==> config.mk <==
export PLATFORM = sky130hd
export DESIGN_NAME = clock_reset_manager
export DESIGN_NICKNAME = d
export VERILOG_FILES = /design/src/rtl/clock_reset_manager.sv
export SDC_FILE = /design/constraint.sdc
export NUM_CORES = 1
export LEC_CHECK = 0
export BUFFER_PORTS_ARGS = -buffer_cell sky130_fd_sc_hd__buf_2
export CAP_MARGIN = 20
export CORE_AREA = 3 3 131 133
export DETAILED_ROUTE_END_ITERATION = 6
export DIE_AREA = 0 0 134 136
export GPL_ROUTABILITY_DRIVEN = 0
export PLACE_DENSITY_LB_ADDON = 0.05
export SLEW_MARGIN = 40
export SYNTH_ARGS = -nofsm -noshare
export SYNTH_HDL_FRONTEND = slang
export SYNTH_SLANG_ARGS = --single-unit
==> constraint.sdc <==
create_clock -name CLK -period 2.2 [get_ports CLK]
set_input_delay 0.44 -clock CLK [delete_from_list [all_inputs] [get_ports CLK]]
set_output_delay 0.44 -clock CLK [all_outputs]
set_load 0.02 [all_outputs]
==> src/rtl/clock_reset_manager.sv <==
// Clock-enable generator and reset sequencer running entirely on CLK.
// Per-channel enables with run-time divisors, timed reset hold and single-step mode.
module clock_reset_manager #(
    parameter int          NCH      = 2,
    parameter int          DIVW     = 16,
    parameter int unsigned DIV_INIT = 0,
    parameter int          HOLD_W   = 16
) (
    input  logic            CLK,
    input  logic            RESET,
    input  logic            soft_rst,
    input  logic            div_wr,
    input  logic [2:0]      div_ch,
    input  logic [DIVW-1:0] div_data,
    input  logic            step_mode,
    input  logic            step_req,
    output logic            resetn,
    output logic [NCH-1:0]  ce,
    output logic [1:0]      state
);

    typedef enum logic [1:0] {
        HOLD = 2'd0,
        RUN  = 2'd1,
        STEP = 2'd2
    } st_t;

    st_t st_q, st_d;

    logic [1:0]        rst_sync;
    logic [1:0]        mode_sync;
    logic [2:0]        req_sync;
    logic [HOLD_W-1:0] hold_cnt;
    logic              hold_done;
    logic              step_mode_s;
    logic              step_rise;
    logic              run_go;
    logic              step_go;

    always_ff @(posedge CLK or negedge RESET) begin
        if (!RESET) begin
            rst_sync  <= '0;
            mode_sync <= '0;
            req_sync  <= '0;
        end else begin
            rst_sync  <= {rst_sync[0], 1'b1};
            mode_sync <= {mode_sync[0], step_mode};
            req_sync  <= {req_sync[1:0], step_req};
        end
    end

    assign step_mode_s = mode_sync[1];
    // req_sync[2] is the previous synchronised value, giving a clean edge detect
    assign step_rise   = req_sync[1] & ~req_sync[2];

    always_ff @(posedge CLK or negedge RESET) begin
        if (!RESET) begin
            hold_cnt <= '0;
        end else if (soft_rst) begin
            hold_cnt <= '0;
        end else if (rst_sync[1] && !hold_done) begin
            hold_cnt <= hold_cnt + 1'b1;
        end
    end

    assign hold_done = &hold_cnt;
    assign resetn    = hold_done;

    always_ff @(posedge CLK or negedge RESET) begin
        if (!RESET) begin
            st_q <= HOLD;
        end else begin
            st_q <= st_d;
        end
    end

    always_comb begin
        st_d = st_q;
        if (soft_rst) begin
            st_d = HOLD;
        end else begin
            unique case (st_q)
                HOLD: if (hold_done) st_d = step_mode_s ? STEP : RUN;
                RUN:  if (step_mode_s) st_d = STEP;
                STEP: if (!step_mode_s) st_d = RUN;
                default: st_d = HOLD;
            endcase
        end
    end

    assign state   = st_q;
    assign run_go  = (st_q == RUN) && (st_d == RUN);
    assign step_go = (st_q == STEP) && (st_d == STEP);

    for (genvar g = 0; g < NCH; g++) begin : g_ch
        logic [DIVW-1:0] div_q;
        logic [DIVW-1:0] pend_q;
        logic [DIVW-1:0] cnt_q;
        logic            pend_v;
        logic            ce_q;
        logic            wr_hit;
        logic            wrap;
        logic            apply;

        assign wr_hit = div_wr && (div_ch == 3'(g));
        assign wrap   = (cnt_q == div_q);
        // In RUN a new divisor only lands on a wrap so no period is cut short
        assign apply  = pend_v && (run_go ? wrap : (st_q != RUN));

        always_ff @(posedge CLK or negedge RESET) begin
            if (!RESET) begin
                div_q  <= DIVW'(DIV_INIT);
                pend_q <= '0;
                pend_v <= 1'b0;
                cnt_q  <= '0;
                ce_q   <= 1'b0;
            end else begin
                if (apply) div_q <= pend_q;
                if (wr_hit) begin
                    pend_q <= div_data;
                    pend_v <= 1'b1;
                end else if (apply) begin
                    pend_v <= 1'b0;
                end
                if (run_go) begin
                    cnt_q <= wrap ? '0 : cnt_q + 1'b1;
                    ce_q  <= wrap;
                end else begin
                    cnt_q <= '0;
                    ce_q  <= step_go & step_rise;
                end
            end
        end

        assign ce[g] = ce_q & resetn;
    end

endmodule

==> impl_results.md, run 1 <==
- Max-Cap Viols: 0
- Number of antenna violations at the first check in global routing: 0
- Wire length of the first global-routing pass: 19.11 mm
- Worst Setup SP: g_ch[0].cnt_q[4]
- Top FF cell, synth: sky130_fd_sc_hd__dfrtp_1
- Die Y: roughly 140 um
- Run status: finished, final reports clean
- Count of yosys warnings during synthesis: 0
- Clock root buffer: sky130_fd_sc_hd__clkbuf_16
- Worst setup EP type: register
- Number of fillers in the final layout: between 1500 and 2000
- Initial standard-cell utilization of the core: 34.96%
- Number of enable flip-flop cells after synthesis: 0
- FFs w/ async S/R, synth: 100.0%
- Total design power: 6.929 mW
- End of the worst register-to-register path: g_ch[0].div_q[12]
- Slew headroom: between 60% and 70%
- Vias in the first global route: approximately 3500
- Total power divided by cell area: between 900 and 1000 mW/mm2
- Estimated wirelength of the detail-placed design: 8.220 mm
- CTS Hold Buffers Added: 0
- Nets: between 500 and 600
- Top library cells by usage in the layout, fill and taps aside: sky130_fd_sc_hd__dfrtp_1, sky130_fd_sc_hd__nor2_1, sky130_fd_sc_hd__mux2_2
- Residual overflow from global routing: 0
- Required time at the endpoint of the critical path: 2.49 ns
- Number of sinks driven by the clock tree: around 130
- TritonCTS clock tree: done
- Achievable clock frequency: around 470 MHz
- Clock slew at reported path FFs: about 0.060 ns
- Fraction of the core area covered by cells at the end of the flow: between 40% and 50%
- Core Region: between 0.015 and 0.02 mm2
- Port Buffer Count: 29
- Type of the setup path with the least slack: register to register
- Number of H-tree levels: 4
- Leading area contributor after synthesis: sky130_fd_sc_hd__dfrtp_1
- Number of vias after detailed routing: about 3500
- Setup violation total in the final timing report: 0
- Max IR drop VDD: ~580 uV
- Logic depth of the worst register-to-register path: 6
- Share of the synthesized area in the top cell type: ~56%
- Worst-case clock buffer depth: 2
- Arr. time, crit path: between 2 and 2.5 ns
- Final antenna diode count: 0
- Width of the chip: 134 um
- Cts bufs inserted: 17
- Via density per instance: roughly 4.7
- Worst hold path type: input pin to async pin
- Largest net degree at the start of global routing: 40
- Register-to-Register Setup Slack: between 0.07 and 0.08 ns
- Post-route clock period utilization: 96.66%
- Fraction of the yosys area taken by sequential cells: between 50% and 60%
- Clock period minus final worst setup slack: 2.126 ns
- DIE AREA: 0.01822 mm2
- Worst R2R Start: g_ch[0].cnt_q[4]
- Remaining number of nets flagged by the antenna check after routing: 0
- Wire length per cell: between 15 and 20 um
- RSZ-0062 raised after global routing: yes
- Worst-path fanout max: 8
- DRC violation count after routing: 0
- Average size of a mapped cell: 12.64 um2
- Violation count after the first detailed-route iteration: about 130
- Total track usage: around 14%
- Area growth, synth to finish: 26.61%
- Hold violation total from the final report: 0
- Summed instance area of the synthesized netlist: around 0.0056 mm2
- Actual transition at the worst max-transition pin: approximately 0.56 ns
- Number of distinct library cells after synthesis: 34
- Clock latency of the later-clocked register in the worst-skew pair: 0.41 ns
- First-pass iteration count of the detailed router: 4
- Layout cells sized above 1: roughly 36%
- Synth top area cells: sky130_fd_sc_hd__dfrtp_1, sky130_fd_sc_hd__mux2_2, sky130_fd_sc_hd__xnor2_1, sky130_fd_sc_hd__mux2_4, sky130_fd_sc_hd__xor2_1
- Number of slew-limit violations in the final report: 0
- Row Count: between 40 and 50
- Number of instances in the synthesized netlist: 441
- Leak pwr: between 3 and 4 nW
- Critical path startpoint category: register
- Clock Skews: ~0.0069 ns
- Total nets after synthesis: roughly 470
- Total I/O pin count: 30
- Routed Wire Length: approximately 12 mm
- Seq cells post-synth: approximately 130
- Leading cell type in the layout, fill and taps excluded: sky130_fd_sc_hd__dfrtp_1
-- layout make-up --
| cell class | instances | area [um2] | area share (%) |
|---|---|---|---|
| Sequential cell | 125 | 3137 | 44.46 |
| Clock inverter | 13 | 166.4 | 2.359 |
| Multi-Input combinational cell | 299 | 2489 | 35.27 |
| Tap cell | 216 | 270.3 | 3.830 |
| Inverter | 4 | 15.01 | 0.2128 |
| Clock buffer | 19 | 442.9 | 6.278 |
| Timing Repair Buffer | 69 | 535.5 | 7.590 |
-- registers in the layout, summed over array words and instances (netlist names) --
name and flops:
g_ch.cnt_q 32, g_ch.div_q 32, g_ch.pend_q 32, hold_cnt 16, req_sync 3, g_ch.ce_q 2, g_ch.pend_v 2, mode_sync 2
rst_sync 2, state 2
-- worst max-delay path: stages, from the launching register on --
cell                        delay [ns]
sky130_fd_sc_hd__dfrtp_2          0.44
sky130_fd_sc_hd__xnor2_1          0.16
sky130_fd_sc_hd__nand4_1          0.15
sky130_fd_sc_hd__nor4_4           0.38
sky130_fd_sc_hd__mux2i_4          0.36
sky130_fd_sc_hd__clkbuf_16        0.22
sky130_fd_sc_hd__mux2_4           0.30
-- repair_timing --
action,4_1_cts,5_1_grt
resized for setup,2,30
cloned,0,1
setup endpoints to repair,2,34
endpoints found under the hold margin,0,0
setup buffers,0,9
pin swaps,1,13
-- cells by family (layout without fill, tap and decap cells) --
logic type / after synthesis / after routing / synth area share, %
fa+ha+maj: 3 / 3 / 0.6736
simple gates: 144 / 144 / 13.92
compound gates: 11 / 11 / 1.370
other cells: 1 / 1 / 0.06729
xor+xnor: 74 / 74 / 11.63
flops: 125 / 125 / 56.13
mux: 66 / 66 / 14.77
buf+inv: 17 / 105 / 1.437
-- through the flow --
stage	setup slack (ns)	instances	setup TNS (ns)	area (um2)	hold slack, ns
after floorplan	0.06416	441	0	5573	0.1444
after global placement	0.09856	703	0	6225	0.3321
after detailed placement	0.05028	703	0	6225	0.3355
after CTS	0.0001834	735	0	6842	0.01514
after global routing	-0.03861	745	-0.1916	7056	0.03368
final	0.07354	745	0	7056	0.01707
-- synth_stat cells (all sizes together), types with 3 or more instances --
master  number
dfrtp      125
mux2        64
nor2        50
xnor2       40
xor2        34
nand2       19
nand4       19
nand3       17
and3        12
clkbuf      10
and4         9
and2         4
inv          4
nor2b        4
buf          3
ha           3
-- worst max path at each step --
stage                   endpoint  slack (ns)  depth (start not counted)
2_1_floorplan   g_ch[0].div_q[0]        0.06                          6
3_3_place_gp    g_ch[1].div_q[4]         0.1                          6
5_1_grt         g_ch[1].div_q[4]       -0.04                          6
4_1_cts                    ce[0]      0.0002                          6
3_5_place_dp    g_ch[0].div_q[6]        0.05                          6
6_report       g_ch[0].div_q[12]        0.07                          6
-- routing by layer --
layer / vias to the layer above / global-route usage (%) / part of all wire, %
met5: - / 0 / 0
met4: 0 / 4.857 / 1.3
met3: 12 / 4.256 / 3.2
met2: 41 / 20.89 / 47
met1: 1715 / 18.59 / 49
li1: 1697 / - / -
-- power by group --
group | total [mW] | internal (mW) | leakage, nW | switching, mW
Sequential | 3.03 | 2.70 | 1.60 | 0.322
Clock | 2.87 | 1.82 | 0.290 | 1.05
Combinational | 1.04 | 0.687 | 1.17 | 0.349
Power figures use the tool's default switching activity.
==> run 2, diff against run 1 <==
--- a/config.mk
+++ b/config.mk
@@ -7,11 +7,10 @@
 export LEC_CHECK = 0
 export BUFFER_PORTS_ARGS = -buffer_cell sky130_fd_sc_hd__buf_2
 export CAP_MARGIN = 20
-export CORE_AREA = 3 3 131 133
+export CORE_AREA = 2 2 130 132
 export DETAILED_ROUTE_END_ITERATION = 6
-export DIE_AREA = 0 0 134 136
+export DIE_AREA = 0 0 132 134
 export GPL_ROUTABILITY_DRIVEN = 0
-export PLACE_DENSITY_LB_ADDON = 0.05
 export SLEW_MARGIN = 40
 export SYNTH_ARGS = -nofsm -noshare
 export SYNTH_HDL_FRONTEND = slang
==> run 2 against run 1 <==
Effect of this change:
- flip-flop and latch count is the same
- worst setup slack improved by 0.011 ns
- largest cell class unchanged
- clock skew grew 0.0022 ns
- critical endpoint is now g_ch[0].div_q[7]
- highest routed layer unchanged
- via count down 0.12%
==> impl_results.md, run 2 (synthesis results as in run 1) <==
- Residual overflow from global routing: 0
- Required time at the endpoint of the critical path: roughly 2.5 ns
- Type of the setup path with the least slack: register to register
- Setup violation total in the final timing report: 0
- Achievable clock frequency: between 400 and 500 MHz
- Vias in the first global route: 3756
- Initial standard-cell utilization of the core: between 30% and 40%
- Actual transition at the worst max-transition pin: around 0.54 ns
- Finished layout cell area: slightly below 0.007 mm2
- Number of antenna violations at the first check in global routing: 0
- DIE AREA: 0.01769 mm2
- Logic depth of the worst register-to-register path: 6
- Placed Instances: ~700
- Wire length per cell: between 10 and 15 um
- Estimated wirelength of the detail-placed design: 7.783 mm
- Clock latency of the later-clocked register in the worst-skew pair: just over 0.4 ns
- Width of the chip: between 100 and 150 um
- Number of slew-limit violations in the final report: 0
- Wire length of the first global-routing pass: about 19 mm
- Worst-case clock buffer depth: 2
- CTS Hold Buffers Added: 0
- Post-Place Cell Area: 0.006167 mm2
- Clock Skews: 0.009134 ns
- Die Y: around 130 um
- Routed Wire Length: roughly 11 mm
- Leading cell type in the layout, fill and taps excluded: sky130_fd_sc_hd__dfrtp_1
- Port Buffer Count: 29
- Largest registers in the final layout: g_ch.cnt_q (32), g_ch.div_q (32), g_ch.pend_q (32)
- Violation count after the first detailed-route iteration: ~140
- Total power divided by cell area: roughly 980 mW/mm2
- Core Region: approximately 0.016 mm2
- Total design power: ~6.7 mW
- Clock period minus final worst setup slack: between 2 and 2.5 ns
- Arr. time, crit path: 2.41 ns
- Final Worst Setup Slack: between 0.08 and 0.09 ns
- Post-route clock period utilization: 96.17%
- End of the worst register-to-register path: g_ch[0].div_q[7]
- Number of sinks driven by the clock tree: around 130
- Max-Cap Viols: 0
- Setup TNS: 0 ns
- Number of H-tree levels: 4
- Remaining number of nets flagged by the antenna check after routing: 0
- Worst hold path type: input pin to async pin
- RSZ-0062 raised after global routing: yes
- Clock slew at reported path FFs: about 0.060 ns
- Layout cells sized above 1: between 30% and 40%
- Run status: finished, final reports clean
- Slew headroom: between 60 and 70%
- Cts bufs inserted: 17
- Pre-CTS setup slack: roughly 0.046 ns
- Total track usage: between 10% and 20%
- Final antenna diode count: 0
- TritonCTS clock tree: done
- Worst R2R Start: g_ch[0].cnt_q[2]
- Area growth, synth to finish: 22.36%
- Register-to-Register Setup Slack: approximately 0.084 ns
- Clock root buffer: sky130_fd_sc_hd__clkbuf_16
- Top library cells by usage in the layout, fill and taps aside: sky130_fd_sc_hd__dfrtp_1, sky130_fd_sc_hd__nor2_1, sky130_fd_sc_hd__mux2_2
- Row Count: 47
- First-pass iteration count of the detailed router: 4
- Via density per instance: 4.709
- Worst setup EP type: register
- Total I/O pin count: 30
- Hold violation total from the final report: 0
- DRC violation count after routing: 0
- Worst-path fanout max: 10
- Nets: around 530
- Max IR drop VDD: 521.8 uV
- Leak pwr: between 2 and 3 nW
- Number of vias after detailed routing: between 3000 and 4000
- Largest net degree at the start of global routing: 36
- Critical path startpoint category: register
- Number of standard cells in the final layout excluding fillers: ~740
run 2: cell types whose count changed in the layout (fill, tap and decap cells not counted), sizes merged:
cell      delta
clkbuf       -2
inv          +1
bufinv       -1
clkinv       -1
clkinvlp     +1
buf         -12
run 2: cell type report:
type | instances | area [um2]
Multi-Input combinational cell | 299 | 2430
Fill cell | 1534 | 9470
Clock buffer | 18 | 439.2
Inverter | 4 | 15.01
Timing Repair Buffer | 56 | 387.9
Tap cell | 220 | 275.3
Sequential cell | 125 | 3132
Clock inverter | 13 | 140.1
run 2: metal layers:
layer | global-route usage, % | routed length [um] | vias up | part of all wire, %
met1 | 18.23 | 5223 | 1742 | 48
li1 | - | - | 1645 | -
met2 | 21.18 | 5168 | 67 | 47
met3 | 3.666 | 445 | 7 | 4.0
met5 | 0 | 0 | - | 0
met4 | 5.012 | 157 | 0 | 1.4
run 2: how the worst max path moves through the flow:
stage | start | endpoint | slack (ns) | depth (start not counted)
detailed placement | g_ch[0].cnt_q[8] | g_ch[0].div_q[7] | 0.05 | 6
floorplan | g_ch[0].cnt_q[3] | g_ch[0].div_q[0] | 0.06 | 6
finish | g_ch[0].cnt_q[2] | g_ch[0].div_q[7] | 0.08 | 6
global placement | g_ch[0].cnt_q[3] | g_ch[0].div_q[7] | 0.06 | 6
global route | g_ch[0].cnt_q[12] | g_ch[0].div_q[6] | -0.01 | 6
CTS | hold_cnt[0] | ce[1] | 0.02 | 6
run 2: stage by stage:
step / hold slack (ns) / util [%]
2_1_floorplan: 0.1444 / -
4_1_cts: 0.02304 / 41.46
5_1_grt: 0.03688 / 41.86
6_report: 0.01377 / 41.86
3_3_place_gp: 0.3327 / 37.86
3_5_place_dp: 0.3397 / 37.86
run 2: worst max-delay path, stage by stage, from the launching register on:
cell	delay, ns
sky130_fd_sc_hd__dfrtp_2	0.45
sky130_fd_sc_hd__xnor2_2	0.19
sky130_fd_sc_hd__nand4_1	0.16
sky130_fd_sc_hd__nor4_4	0.35
sky130_fd_sc_hd__mux2i_2	0.30
sky130_fd_sc_hd__buf_6	0.21
sky130_fd_sc_hd__mux2_2	0.34
run 2: report_power, final:
group	internal (mW)	switching, mW
logic	0.637	0.345
registers	2.70	0.303
clock network	1.69	1.03
run 2: timing repair:
item                       CTS  global route
buffers inserted             1             1
setup endpoints to repair    2            30
resized for setup            0            15
pin swaps                    0             2
==> run 3, diff against run 2 <==
--- a/config.mk
+++ b/config.mk
@@ -11,6 +11,7 @@
 export DETAILED_ROUTE_END_ITERATION = 6
 export DIE_AREA = 0 0 132 134
 export GPL_ROUTABILITY_DRIVEN = 0
+export REMOVE_ABC_BUFFERS = 1
 export SLEW_MARGIN = 40
 export SYNTH_ARGS = -nofsm -noshare
 export SYNTH_HDL_FRONTEND = slang
==> run 3 against run 2 <==
Effect of this change:
- die area stayed put
- flip-flop and latch count unchanged
- final cell count shrank 0.14%
- via count shrank 0.61%
- count of clock-buffer cells in the layout rose by 1
- utilization rose by 0.18 points
- first-iteration DRC count is 14% lower
- global-route usage barely moved
- hold slack improved by 0.014 ns
- fmax decreased by 0.81%
- critical endpoint is now g_ch[0].div_q[2]
==> impl_results.md, run 3 (synthesis results as in run 1) <==
- Die Y: roughly 130 um
- Total power divided by cell area: approximately 1000 mW/mm2
- Max IR drop VDD: 535.1 uV
- Residual overflow from global routing: 0
- Required time at the endpoint of the critical path: between 2 and 3 ns
- Max-Cap Viols: 0
- Setup violation total in the final timing report: 0
- Type of the setup path with the least slack: register to register
- Number of H-tree levels: 4
- Row Count: 47
- First-pass iteration count of the detailed router: 4
- Violation count after the first detailed-route iteration: 119
- Actual transition at the worst max-transition pin: roughly 0.60 ns
- Clock period minus final worst setup slack: around 2.1 ns
- Clock slew at reported path FFs: ~0.050 ns
- Leading cell type in the layout, fill and taps excluded: sky130_fd_sc_hd__dfrtp_1
- Worst-path fanout max: 16
- DRC violation count after routing: 0
- Largest registers in the final layout: g_ch.cnt_q (32), g_ch.div_q (32), g_ch.pend_q (32)
- Area growth, synth to finish: 22.90%
- Number of fillers in the final layout: ~1500
- Hold Slack: about 0.028 ns
- Total track usage: 13.55%
- Top library cells by usage in the layout, fill and taps aside: sky130_fd_sc_hd__dfrtp_1, sky130_fd_sc_hd__nor2_1, sky130_fd_sc_hd__mux2_2
- Routed Wire Length: about 11 mm
- Worst setup EP type: register
- Number of vias after detailed routing: ~3400
- Critical path startpoint category: register
- Cts bufs inserted: 17
- Combined area of the multi-input logic cells: between 0.002 and 0.0025 mm2
- TritonCTS clock tree: done
- Leak pwr: 2.960 nW
- Number of sinks driven by the clock tree: about 130
- Total design power: a little under 7 mW
- Estimated wirelength of the detail-placed design: between 7 and 8 mm
- Clock latency of the later-clocked register in the worst-skew pair: 0.42 ns
- Reg area: around 0.0031 mm2
- Final antenna diode count: 0
- DIE AREA: ~0.018 mm2
- Wire length of the first global-routing pass: 18.75 mm
- Wire length per cell: around 15 um
- Clock root buffer: sky130_fd_sc_hd__clkbuf_16
- Post-Place Cell Area: between 0.006 and 0.007 mm2
- Port Buffer Count: 29
- Achievable clock frequency: 468.9 MHz
- RSZ-0062 raised after global routing: yes
- Number of antenna violations at the first check in global routing: 0
- Slew headroom: between 50 and 60%
- Post-route clock period utilization: a little over nine tenths
- Fraction of the core area covered by cells at the end of the flow: between 40 and 50%
- Core Region: between 0.015 and 0.02 mm2
- Finished layout cell area: 0.006849 mm2
- Width of the chip: between 100 and 150 um
- Worst-case clock buffer depth: 2
- Worst hold path type: input pin to async pin
- Arr. time, crit path: 2.43 ns
- CTS Hold Buffers Added: 0
- Via density per instance: 4.687
- Vias in the first global route: 3691
- Total I/O pin count: 30
- Run status: finished, final reports clean
- Nets: 529
- Remaining number of nets flagged by the antenna check after routing: 0
- Hold violation total from the final report: 0
- Layout cells sized above 1: 33.07%
- Clock Skews: 0.008648 ns
- Logic depth of the worst register-to-register path: 6
- Initial standard-cell utilization of the core: ~34%
- Number of slew-limit violations in the final report: 0
- Largest net degree at the start of global routing: 46
-- run 3: cell types whose count changed in the layout (fill, tap and decap cells not counted), sizes merged --
cell / before / now
clkinv: 5 / 7
clkinvlp: 4 / 3
buf: 56 / 54
bufinv: 2 / 3
inv: 6 / 4
clkbuf: 18 / 19
-- run 3: routing by layer --
| layer | vias to the layer above | routed length [um] | track usage [%] |
|---|---|---|---|
| met3 | 11 | 408 | 4.649 |
| met2 | 47 | 5209 | 20.95 |
| met1 | 1741 | 5284 | 17.57 |
| li1 | 1641 | - | - |
| met5 | - | 0 | 0 |
| met4 | 0 | 162 | 5.254 |
-- run 3: path summary, 6_finish.rpt --
check | startpoint | end | slack (ns)
hold reg to reg | rst_sync[0] | rst_sync[1] | 0.35
setup / recovery | g_ch[0].cnt_q[13] | g_ch[0].div_q[2] | 0.07
hold / removal | RESET | g_ch[1].div_q[8] | 0.03
setup reg to reg | g_ch[0].cnt_q[13] | g_ch[0].div_q[2] | 0.07
max in group asynchronous | RESET | g_ch[1].cnt_q[2] | 1.51
min in group CLK | step_req | req_sync[0] | 0.13
-- run 3: what timing repair did --
action,in CTS,in global routing
gates resized for setup,3,16
setup endpoints to repair,11,34
pin swaps,0,4
setup buffers,0,2
-- run 3: area by class of cell --
cell class                 count  share of cell area, %
multi-input combinational    299                  35.79
clock buffer                  19                  6.467
timing repair buffer          54                  5.627
inverter                       4                 0.2192
clock inverter                13                  2.156
sequential                   125                  45.73
tap                          220                  4.019
-- run 3: power breakdown --
part / internal, mW / leakage, nW / switching [mW] / total (mW)
registers: 2.71 / 1.61 / 0.319 / 3.02
logic: 0.640 / 1.07 / 0.348 / 0.988
clock network: 1.79 / 0.288 / 0.992 / 2.78
total: 5.14 / 2.96 / 1.66 / 6.80
-- run 3: worst max-delay path, stage by stage (launching register included) --
cell                      delay [ns]
sky130_fd_sc_hd__dfrtp_1        0.45
sky130_fd_sc_hd__xnor2_1        0.19
sky130_fd_sc_hd__nand4_1        0.16
sky130_fd_sc_hd__nor4_4         0.34
sky130_fd_sc_hd__mux2i_2        0.31
sky130_fd_sc_hd__buf_12         0.20
sky130_fd_sc_hd__mux2_2         0.35
-- run 3: per-stage QoR --
step | setup TNS [ns] | instances | worst slack [ns]
2_1_floorplan | -15.59 | 428 | -0.5117
3_3_place_gp | 0 | 700 | 0.07287
3_5_place_dp | -0.1401 | 700 | -0.03402
4_1_cts | 0 | 732 | 0.003070
5_1_grt | -0.1059 | 734 | -0.02031
6_report | 0 | 734 | 0.06712
